--- src/rtl/rhs_spi_slave.sv ---
// SPI mode-0 responder for the RHS command link. The fabric clock oversamples
// SCLK, CS and MOSI. Each CS-low frame shifts in one command word and shifts
// out the response word that was latched when CS fell.
module rhs_spi_slave #(
    parameter int DATA_WIDTH  = 32,
    parameter int SYNC_STAGES = 2
) (
    input  logic                  clk,
    input  logic                  rstn,
    input  logic                  SCLK,
    input  logic                  CS,
    input  logic                  MOSI,
    output logic                  MISO,
    input  logic [DATA_WIDTH-1:0] resp_data,
    output logic [DATA_WIDTH-1:0] rx_data,
    output logic                  rx_valid,
    output logic                  frame_err,
    output logic                  busy
);

    // The counter must be able to hold DATA_WIDTH+1, where it saturates.
    localparam int CNT_W = $clog2(DATA_WIDTH + 2);
    localparam logic [CNT_W-1:0] CNT_FULL = CNT_W'(DATA_WIDTH);
    localparam logic [CNT_W-1:0] CNT_MAX  = CNT_W'(DATA_WIDTH + 1);

    typedef enum logic [1:0] {
        RESYNC,
        IDLE,
        SHIFT
    } state_t;

    state_t                  state_q, state_d;
    logic [SYNC_STAGES-1:0]  sclk_sync_q, sclk_sync_d;
    logic [SYNC_STAGES-1:0]  cs_sync_q, cs_sync_d;
    logic [SYNC_STAGES-1:0]  mosi_sync_q, mosi_sync_d;
    logic                    sclk_hist_q, sclk_hist_d;
    logic                    cs_hist_q, cs_hist_d;
    logic [DATA_WIDTH-1:0]   rx_shift_q, rx_shift_d;
    logic [DATA_WIDTH-1:0]   tx_shift_q, tx_shift_d;
    logic [CNT_W-1:0]        bit_cnt_q, bit_cnt_d;
    logic                    miso_q, miso_d;
    logic [DATA_WIDTH-1:0]   rx_data_q, rx_data_d;
    logic                    rx_valid_q, rx_valid_d;
    logic                    frame_err_q, frame_err_d;
    logic                    busy_q, busy_d;

    logic sclk_s, cs_s, mosi_s;
    logic sclk_rise, sclk_fall, cs_rise, cs_fall;

    // Synchronizer chains shift toward the MSB; the history flops remember the last stage.
    always_comb begin
        sclk_sync_d = {sclk_sync_q[SYNC_STAGES-2:0], SCLK};
        cs_sync_d   = {cs_sync_q[SYNC_STAGES-2:0], CS};
        mosi_sync_d = {mosi_sync_q[SYNC_STAGES-2:0], MOSI};
        sclk_hist_d = sclk_sync_q[SYNC_STAGES-1];
        cs_hist_d   = cs_sync_q[SYNC_STAGES-1];
    end

    // Edge events come from the last sync stage against its history flop.
    always_comb begin
        sclk_s    = sclk_sync_q[SYNC_STAGES-1];
        cs_s      = cs_sync_q[SYNC_STAGES-1];
        mosi_s    = mosi_sync_q[SYNC_STAGES-1];
        sclk_rise = sclk_s & ~sclk_hist_q;
        sclk_fall = ~sclk_s & sclk_hist_q;
        cs_rise   = cs_s & ~cs_hist_q;
        cs_fall   = ~cs_s & cs_hist_q;
    end

    // Frame FSM: next state, shift registers and registered outputs.
    always_comb begin
        state_d     = state_q;
        rx_shift_d  = rx_shift_q;
        tx_shift_d  = tx_shift_q;
        bit_cnt_d   = bit_cnt_q;
        miso_d      = miso_q;
        rx_data_d   = rx_data_q;
        rx_valid_d  = 1'b0;
        frame_err_d = 1'b0;
        busy_d      = busy_q;
        case (state_q)
            RESYNC: begin
                miso_d = 1'b0;
                busy_d = 1'b0;
                if (cs_s) begin
                    state_d = IDLE;
                end
            end
            IDLE: begin
                miso_d = 1'b0;
                busy_d = 1'b0;
                if (cs_fall) begin
                    rx_shift_d = '0;
                    bit_cnt_d  = '0;
                    tx_shift_d = resp_data;
                    miso_d     = resp_data[DATA_WIDTH-1];
                    busy_d     = 1'b1;
                    state_d    = SHIFT;
                end
            end
            SHIFT: begin
                if (cs_rise) begin
                    if (bit_cnt_q == CNT_FULL) begin
                        rx_data_d  = rx_shift_q;
                        rx_valid_d = 1'b1;
                    end else begin
                        frame_err_d = 1'b1;
                    end
                    miso_d  = 1'b0;
                    busy_d  = 1'b0;
                    state_d = IDLE;
                end else begin
                    if (sclk_rise) begin
                        rx_shift_d = {rx_shift_q[DATA_WIDTH-2:0], mosi_s};
                        if (bit_cnt_q != CNT_MAX) begin
                            bit_cnt_d = bit_cnt_q + CNT_W'(1);
                        end
                    end
                    if (sclk_fall) begin
                        tx_shift_d = {tx_shift_q[DATA_WIDTH-2:0], 1'b0};
                        miso_d     = tx_shift_q[DATA_WIDTH-2];
                    end
                end
            end
            default: begin
                state_d = RESYNC;
            end
        endcase
    end

    // State and datapath registers with asynchronous active-low clear.
    always_ff @(posedge clk or negedge rstn) begin
        if (!rstn) begin
            state_q     <= RESYNC;
            sclk_sync_q <= '0;
            cs_sync_q   <= '0;
            mosi_sync_q <= '0;
            sclk_hist_q <= 1'b0;
            cs_hist_q   <= 1'b0;
            rx_shift_q  <= '0;
            tx_shift_q  <= '0;
            bit_cnt_q   <= '0;
            miso_q      <= 1'b0;
            rx_data_q   <= '0;
            rx_valid_q  <= 1'b0;
            frame_err_q <= 1'b0;
            busy_q      <= 1'b0;
        end else begin
            state_q     <= state_d;
            sclk_sync_q <= sclk_sync_d;
            cs_sync_q   <= cs_sync_d;
            mosi_sync_q <= mosi_sync_d;
            sclk_hist_q <= sclk_hist_d;
            cs_hist_q   <= cs_hist_d;
            rx_shift_q  <= rx_shift_d;
            tx_shift_q  <= tx_shift_d;
            bit_cnt_q   <= bit_cnt_d;
            miso_q      <= miso_d;
            rx_data_q   <= rx_data_d;
            rx_valid_q  <= rx_valid_d;
            frame_err_q <= frame_err_d;
            busy_q      <= busy_d;
        end
    end

    assign MISO      = miso_q;
    assign rx_data   = rx_data_q;
    assign rx_valid  = rx_valid_q;
    assign frame_err = frame_err_q;
    assign busy      = busy_q;

endmodule
--- config.mk ---
export PLATFORM = sky130hd
export DESIGN_NAME = rhs_spi_slave
export DESIGN_NICKNAME = d
export VERILOG_FILES = /design/src/rtl/rhs_spi_slave.sv
export SDC_FILE = /design/constraint.sdc
export NUM_CORES = 1
export LEC_CHECK = 0
export CORE_UTILIZATION = 30
export CTS_CLUSTER_SIZE = 40
export DETAILED_ROUTE_END_ITERATION = 6
export PLACE_DENSITY_LB_ADDON = 0.3
export SLEW_MARGIN = 15
export SYNTH_ARGS = -nofsm -noshare
export SYNTH_HDL_FRONTEND = slang
export SYNTH_SLANG_ARGS = --single-unit
--- constraint.sdc ---
create_clock -name clk -period 4.2 [get_ports clk]
set_input_delay 0.42 -clock clk [delete_from_list [all_inputs] [get_ports clk]]
set_output_delay 0.42 -clock clk [all_outputs]
set_load 0.005 [all_outputs]
Word level (Yosys, flattened, before mapping)
Cells that the tools add are included.
Word-level totals
  memories kept: 0
  flip-flop bits (word level): 115
  input port bits: 37
  ROM bits: 0
  output and inout bits: 36
  word-level logic and storage cells: 75
  RAM bits: 0
  bits in latches: 0
Cells by class
  mux-type cells: 30
  $add $sub $neg: 1
  eq/ne operators: 12
  bitwise gates (word level): 8
  divide/modulo/power cells: 0
  $mul: 0
  $lt $le $gt $ge: 0
  shifts and indexed selects: 0
  reductions and logical operators: 10
Operators by type and width (count)
  $mux W32: 3
  $mux W31: 3
  $pmux W32 S2: 1
  $pmux W31 S2: 1
  $mux W6: 4
  $ne A2 B2 Y1 const B: 7
  $pmux W6 S2: 1
  $mux W1: 11
  $reduce_and A4 Y1: 2
  $add A6 B1 Y6 const B: 1
  $eq A6 B6 Y1 const B: 1
  $mux W2: 3
  $ne A6 B6 Y1 const B: 1
  $pmux W1 S3: 2
  $pmux W2 S3: 1
  $reduce_and A3 Y1: 2
  $reduce_and A5 Y1: 1
  $and A1 B1 Y1: 4
  $not A1 Y1: 4
  $reduce_and A2 Y1: 2
  $ne A3 B3 Y1 const B: 1
  $reduce_bool A3 Y1: 1
  $eq A2 B1 Y1 const B: 1
  $eq A2 B2 Y1 const B: 1
  other kinds (2): 2

Longest topological paths before layout
  depth after elaboration: 5
  gate-level depth with buffers: 8
  depth with buffers taken out: 6

Worst setup path before layout
No wires, ideal clock.
  kind: reg2reg
  start: reg state_q[0]
  end: reg tx_shift_q[1]
  data arrival time: 1.894 ns
  clock period less this slack: 2.019 ns
  stages on the path, launching flop included: 8
  data required time: 4.075 ns
  path buffers: 2
  path slack: 2.181 ns
  library setup time: 0.125 ns
  cells stage by stage: dfrtp_1 inv_1 ha_1 buf_6 or4b_1 o21ai_2 buf_6 mux2_2
On the way
  longest elaborated chain between the ends: 3
  elaborated cells on any way between the ends: 8
  classes of those cells: eq/ne (5); mux (1); reduce/logical (2)
Ends and longest elaborated chain
  start, declared: line 32  | state_t state_q, state_d;
  start signal, assigned: line 149  | state_q <= state_d;
  $eq A2 B2 Y1 or $eq A2 B1 Y1 (tied branches): line 81  | case (state_q)
  $ne A2 B2 Y1 (no source line) or $reduce_bool A2 Y1 (tied branches)
  $reduce_and A4 Y1 (no source line)
  end signal, assigned: line 156  | tx_shift_q <= tx_shift_d;
  end, declared: line 39  | logic [DATA_WIDTH-1:0] tx_shift_q, tx_shift_d;
Several ways; a longest one is shown, not always the timed one.
A chain may end at the register's enable or synchronous reset.

Final worst setup path
  start: reg state_q[0]
  end: reg tx_shift_q[26]
The elaborated chain is that of the path after synthesis.

==> summary.txt <==
Status
  – Status: finished clean

Yosys
  – EDFF count, synth: 0
  – Synth top cells by count: dfrtp_1 (115), mux2_2 (91), a22o_1 (32)
  – Cell variety after synth: 41
  – Largest cells by area after synthesis: dfrtp_1 (59%), mux2_2 (21%), a22o_1 (5.7%), ha_1 (1.8%), buf_6 (1.2%)
  – Largest area contributor in the netlist: dfrtp_1
  – Most frequent cell after synthesis: dfrtp_1
  – Ys async rst share: 100%
  – Post-Syn Area: 4890 um^2
  – Synth top area share: 58.9%
  – Sequential cell area fraction in the yosys report: 58.9%
  – Synth Instances: 332
  – Avg Cell Area, Syn: 14.7 um^2
  – Synth Net Count: 376
  – Ys Warns: 0
  – Primary FF master, synth: dfrtp_1
  – Yosys reg bits: 115

Finish
  – Multi-input gate area: 1880 um^2
  – Fillers: 1513
  – Diodes inserted: 0
  – Share of cells above drive strength 1: 32.1%
  – Sequential Area: 2880 um^2
  – Layout area overhead: 31.1%
  – Final instance area: 6410 um^2
  – Post-layout util: 40.3%
  – Final net count: 455

Detailed routing
  – Detailed Routing Iterations Pass 1: 4
  – Via count: 2911
  – WL per Instance: 14.5 um
  – Via/cell ratio: 4.55
  – DRC viols: 0
  – Final wirelength: 9.31 mm
  – Detail Route Antenna Nets: 0
  – Drt initial violations: 75

Worst setup path
  – Worst path depth: 6
  – Crit path launch: state_q[0]$_DFFE_PN0P_
  – CP endpoint: tx_shift_q[26]$_DFFE_PN0P_
  – Critical path class: reg -> reg
  – Worst r2r dst: tx_shift_q[26]$_DFFE_PN0P_
  – CP Capture Type: register
  – Worst path cell trace: inv_1 -> ha_4 -> or4b_1 -> o21ai_2 -> buf_4 -> mux2_2
  – Largest stage delay on the critical path: 0.63 ns
  – CP startpoint kind: register
  – Crit-path max FO: 54
  – R2r startpoint: state_q[0]$_DFFE_PN0P_
  – Delay-heaviest family, CP: simple AND/OR/NAND/NOR gates
  – Worst path arrival time: 2.74 ns
  – Crit-path slowest cell: or4b_1
  – Cells on worst reg2reg path: 6
  – Flop-to-flop setup slack: 1.75 ns
  – Crit path required time: 4.48 ns
  – Worst path buffer plus inverter count: 2

Pwr
  – VDD IR max: 0.000279 V
  – Sw Ratio: 25.5%
  – Psw: 0.888 mW
  – Clock network power share: 40.1%
  – Leakage: 2.88 nW
  – Seq pwr share: 40.2%
  – Power density cells: 543 nW/um^2
  – Combinational share of power: 19.7%
  – P_int: 2.59 mW

Clocking
  – H-tree levels: 4
  – Reg clk slew, reported paths: 0.05 ns
  – CTS Buffer Depth: 2
  – Num CTS Buffers: 17
  – Cts repair resizes: 0
  – Clock Latency Late Sink: 0.41 ns
  – Clock root cell: clkbuf_16
  – Sink Count: 115
  – CTS tree: done

Timing
  – Clock skew after layout: 0.0104 ns
  – Slew Limit Fails: 0
  – Fmax: 408 MHz
  – Final Hold Viols: 0
  – Slew @ Worst Pin: 0.645 ns
  – Final setup viols: 0
  – Fraction of the cycle the final worst path needs: 58.4%
  – Unrepaired setup endpoints after global routing: no
  – Slew headroom: 57.0%
  – Setup TNS: 0 ns
  – Fin crit period: 2.45 ns

GRT
  – Vias in the first global route: 3115
  – Largest net degree at the start of global routing: 55
  – First-pass GRT wire length: 15.5 mm
  – Grt ovf: 0
  – Initial antenna violation count: 0
  – Gr usage total: 12.1%

Placement
  – IO buf count: 72
  – Dpl hpwl: 5.89 mm
  – Placer congestion estimate: 0.691
  – Placed Area: 5810 um^2

Floorplan
  – Die ar.: 16800 um^2
  – Core Rows: 46
  – DIE HEIGHT: 130 um
  – IO Pins: 73
  – Core area: 15900 um^2
  – Die W: 130 um
  – Initial core utilization: 30.8%

Min path
  – Hold Crit Class: reg -> reg

Job
  – MaxCap Viol Count: 0
## area by class of cell
| class | instances | share of cell area (%) |
|---|---|---|
| clock buffers | 23 | 7.46 |
| clock inverters | 9 | 1.62 |
| inverters | 7 | 0.410 |
| multi-input cells | 191 | 29.3 |
| flip-flops and latches | 115 | 44.9 |
| well taps | 216 | 4.22 |
| repair buffers | 79 | 12.1 |
## through the flow
step / hold WS (ns) / total power [mW] / setup WS (ns) / cells
6_report: 0.347 / 3.48 / 1.75 / 640
5_1_grt: 0.361 / 3.68 / 1.56 / 640
4_1_cts: 0.348 / 3.53 / 1.31 / 640
3_5_place_dp: 0.339 / 2.11 / 1.33 / 607
3_3_place_gp: 0.336 / 2.08 / 1.46 / 607
2_1_floorplan: 0.124 / 1.94 / 2.18 / 332
## worst min path at each step
stage | startpoint | cells past startpoint | endpoint | slack (ns)
floorplan | rstn | 0 | MISO$_DFFE_PN0P_ | 0.12
global placement | mosi_sync_q[0]$_DFF_PN0_ | 0 | mosi_sync_q[1]$_DFF_PN0_ | 0.34
detailed placement | sclk_sync_q[0]$_DFF_PN0_ | 0 | sclk_sync_q[1]$_DFF_PN0_ | 0.34
CTS | sclk_sync_q[0]$_DFF_PN0_ | 0 | sclk_sync_q[1]$_DFF_PN0_ | 0.35
global route | sclk_sync_q[0]$_DFF_PN0_ | 0 | sclk_sync_q[1]$_DFF_PN0_ | 0.36
finish | sclk_sync_q[0]$_DFF_PN0_ | 0 | sclk_sync_q[1]$_DFF_PN0_ | 0.35
## placed cells by master, fill, tap and decap left out, drive strengths merged, types with 4 or more instances in the layout
cell,n
clkbuf,23
nand3,5
o31ai,4
ha,7
mux2,93
dfrtp,115
nand2,5
buf,7
clkinv,5
inv,7
clkdlybuf4s50,71
mux2i,4
nand3b,4
o211ai,4
a22o,32
a21oi,4
o21ai,5
## power by group through the flow
stage	Combinational, mW	Clock (mW)	Sequential, mW
after floorplan	0.556	0	1.38
after global routing	0.765	1.49	1.43
after CTS	0.695	1.44	1.40
after detailed placement	0.691	0	1.42
after global placement	0.668	0	1.41
final	0.687	1.39	1.40
## logic make-up (layout without fill, tap and decap cells)
| kind of cell | after synthesis | after routing | synth area share [%] |
|---|---|---|---|
| fa+ha+maj | 7 | 7 | 1.79 |
| simple gates | 32 | 32 | 4.71 |
| flops | 115 | 115 | 58.9 |
| mux | 97 | 97 | 22.3 |
| compound gates | 55 | 55 | 9.37 |
| buf+inv | 26 | 118 | 2.97 |
## state kept, by name (all words and copies together), names as in the netlist, 2 cells and up
register	cells
bit_cnt_q	6
cs_sync_q	2
mosi_sync_q	2
rx_data	32
rx_shift_q	32
sclk_sync_q	2
state_q	2
tx_shift_q	31
## routing by layer
metal | vias up | wire [um] | track usage [%]
li1 | 1381 | - | -
met1 | 1438 | 4300 | 15.0
met2 | 81 | 4250 | 18.5
met3 | 11 | 609 | 4.46
met4 | 0 | 157 | 6.16
met5 | - | 0 | 0
## repair_timing
action	CTS	global route
hold endpoints to repair	29	0
hold buffers	1	0
buffers inserted	0	0
No activity file was read; power rests on OpenSTA's default activity.
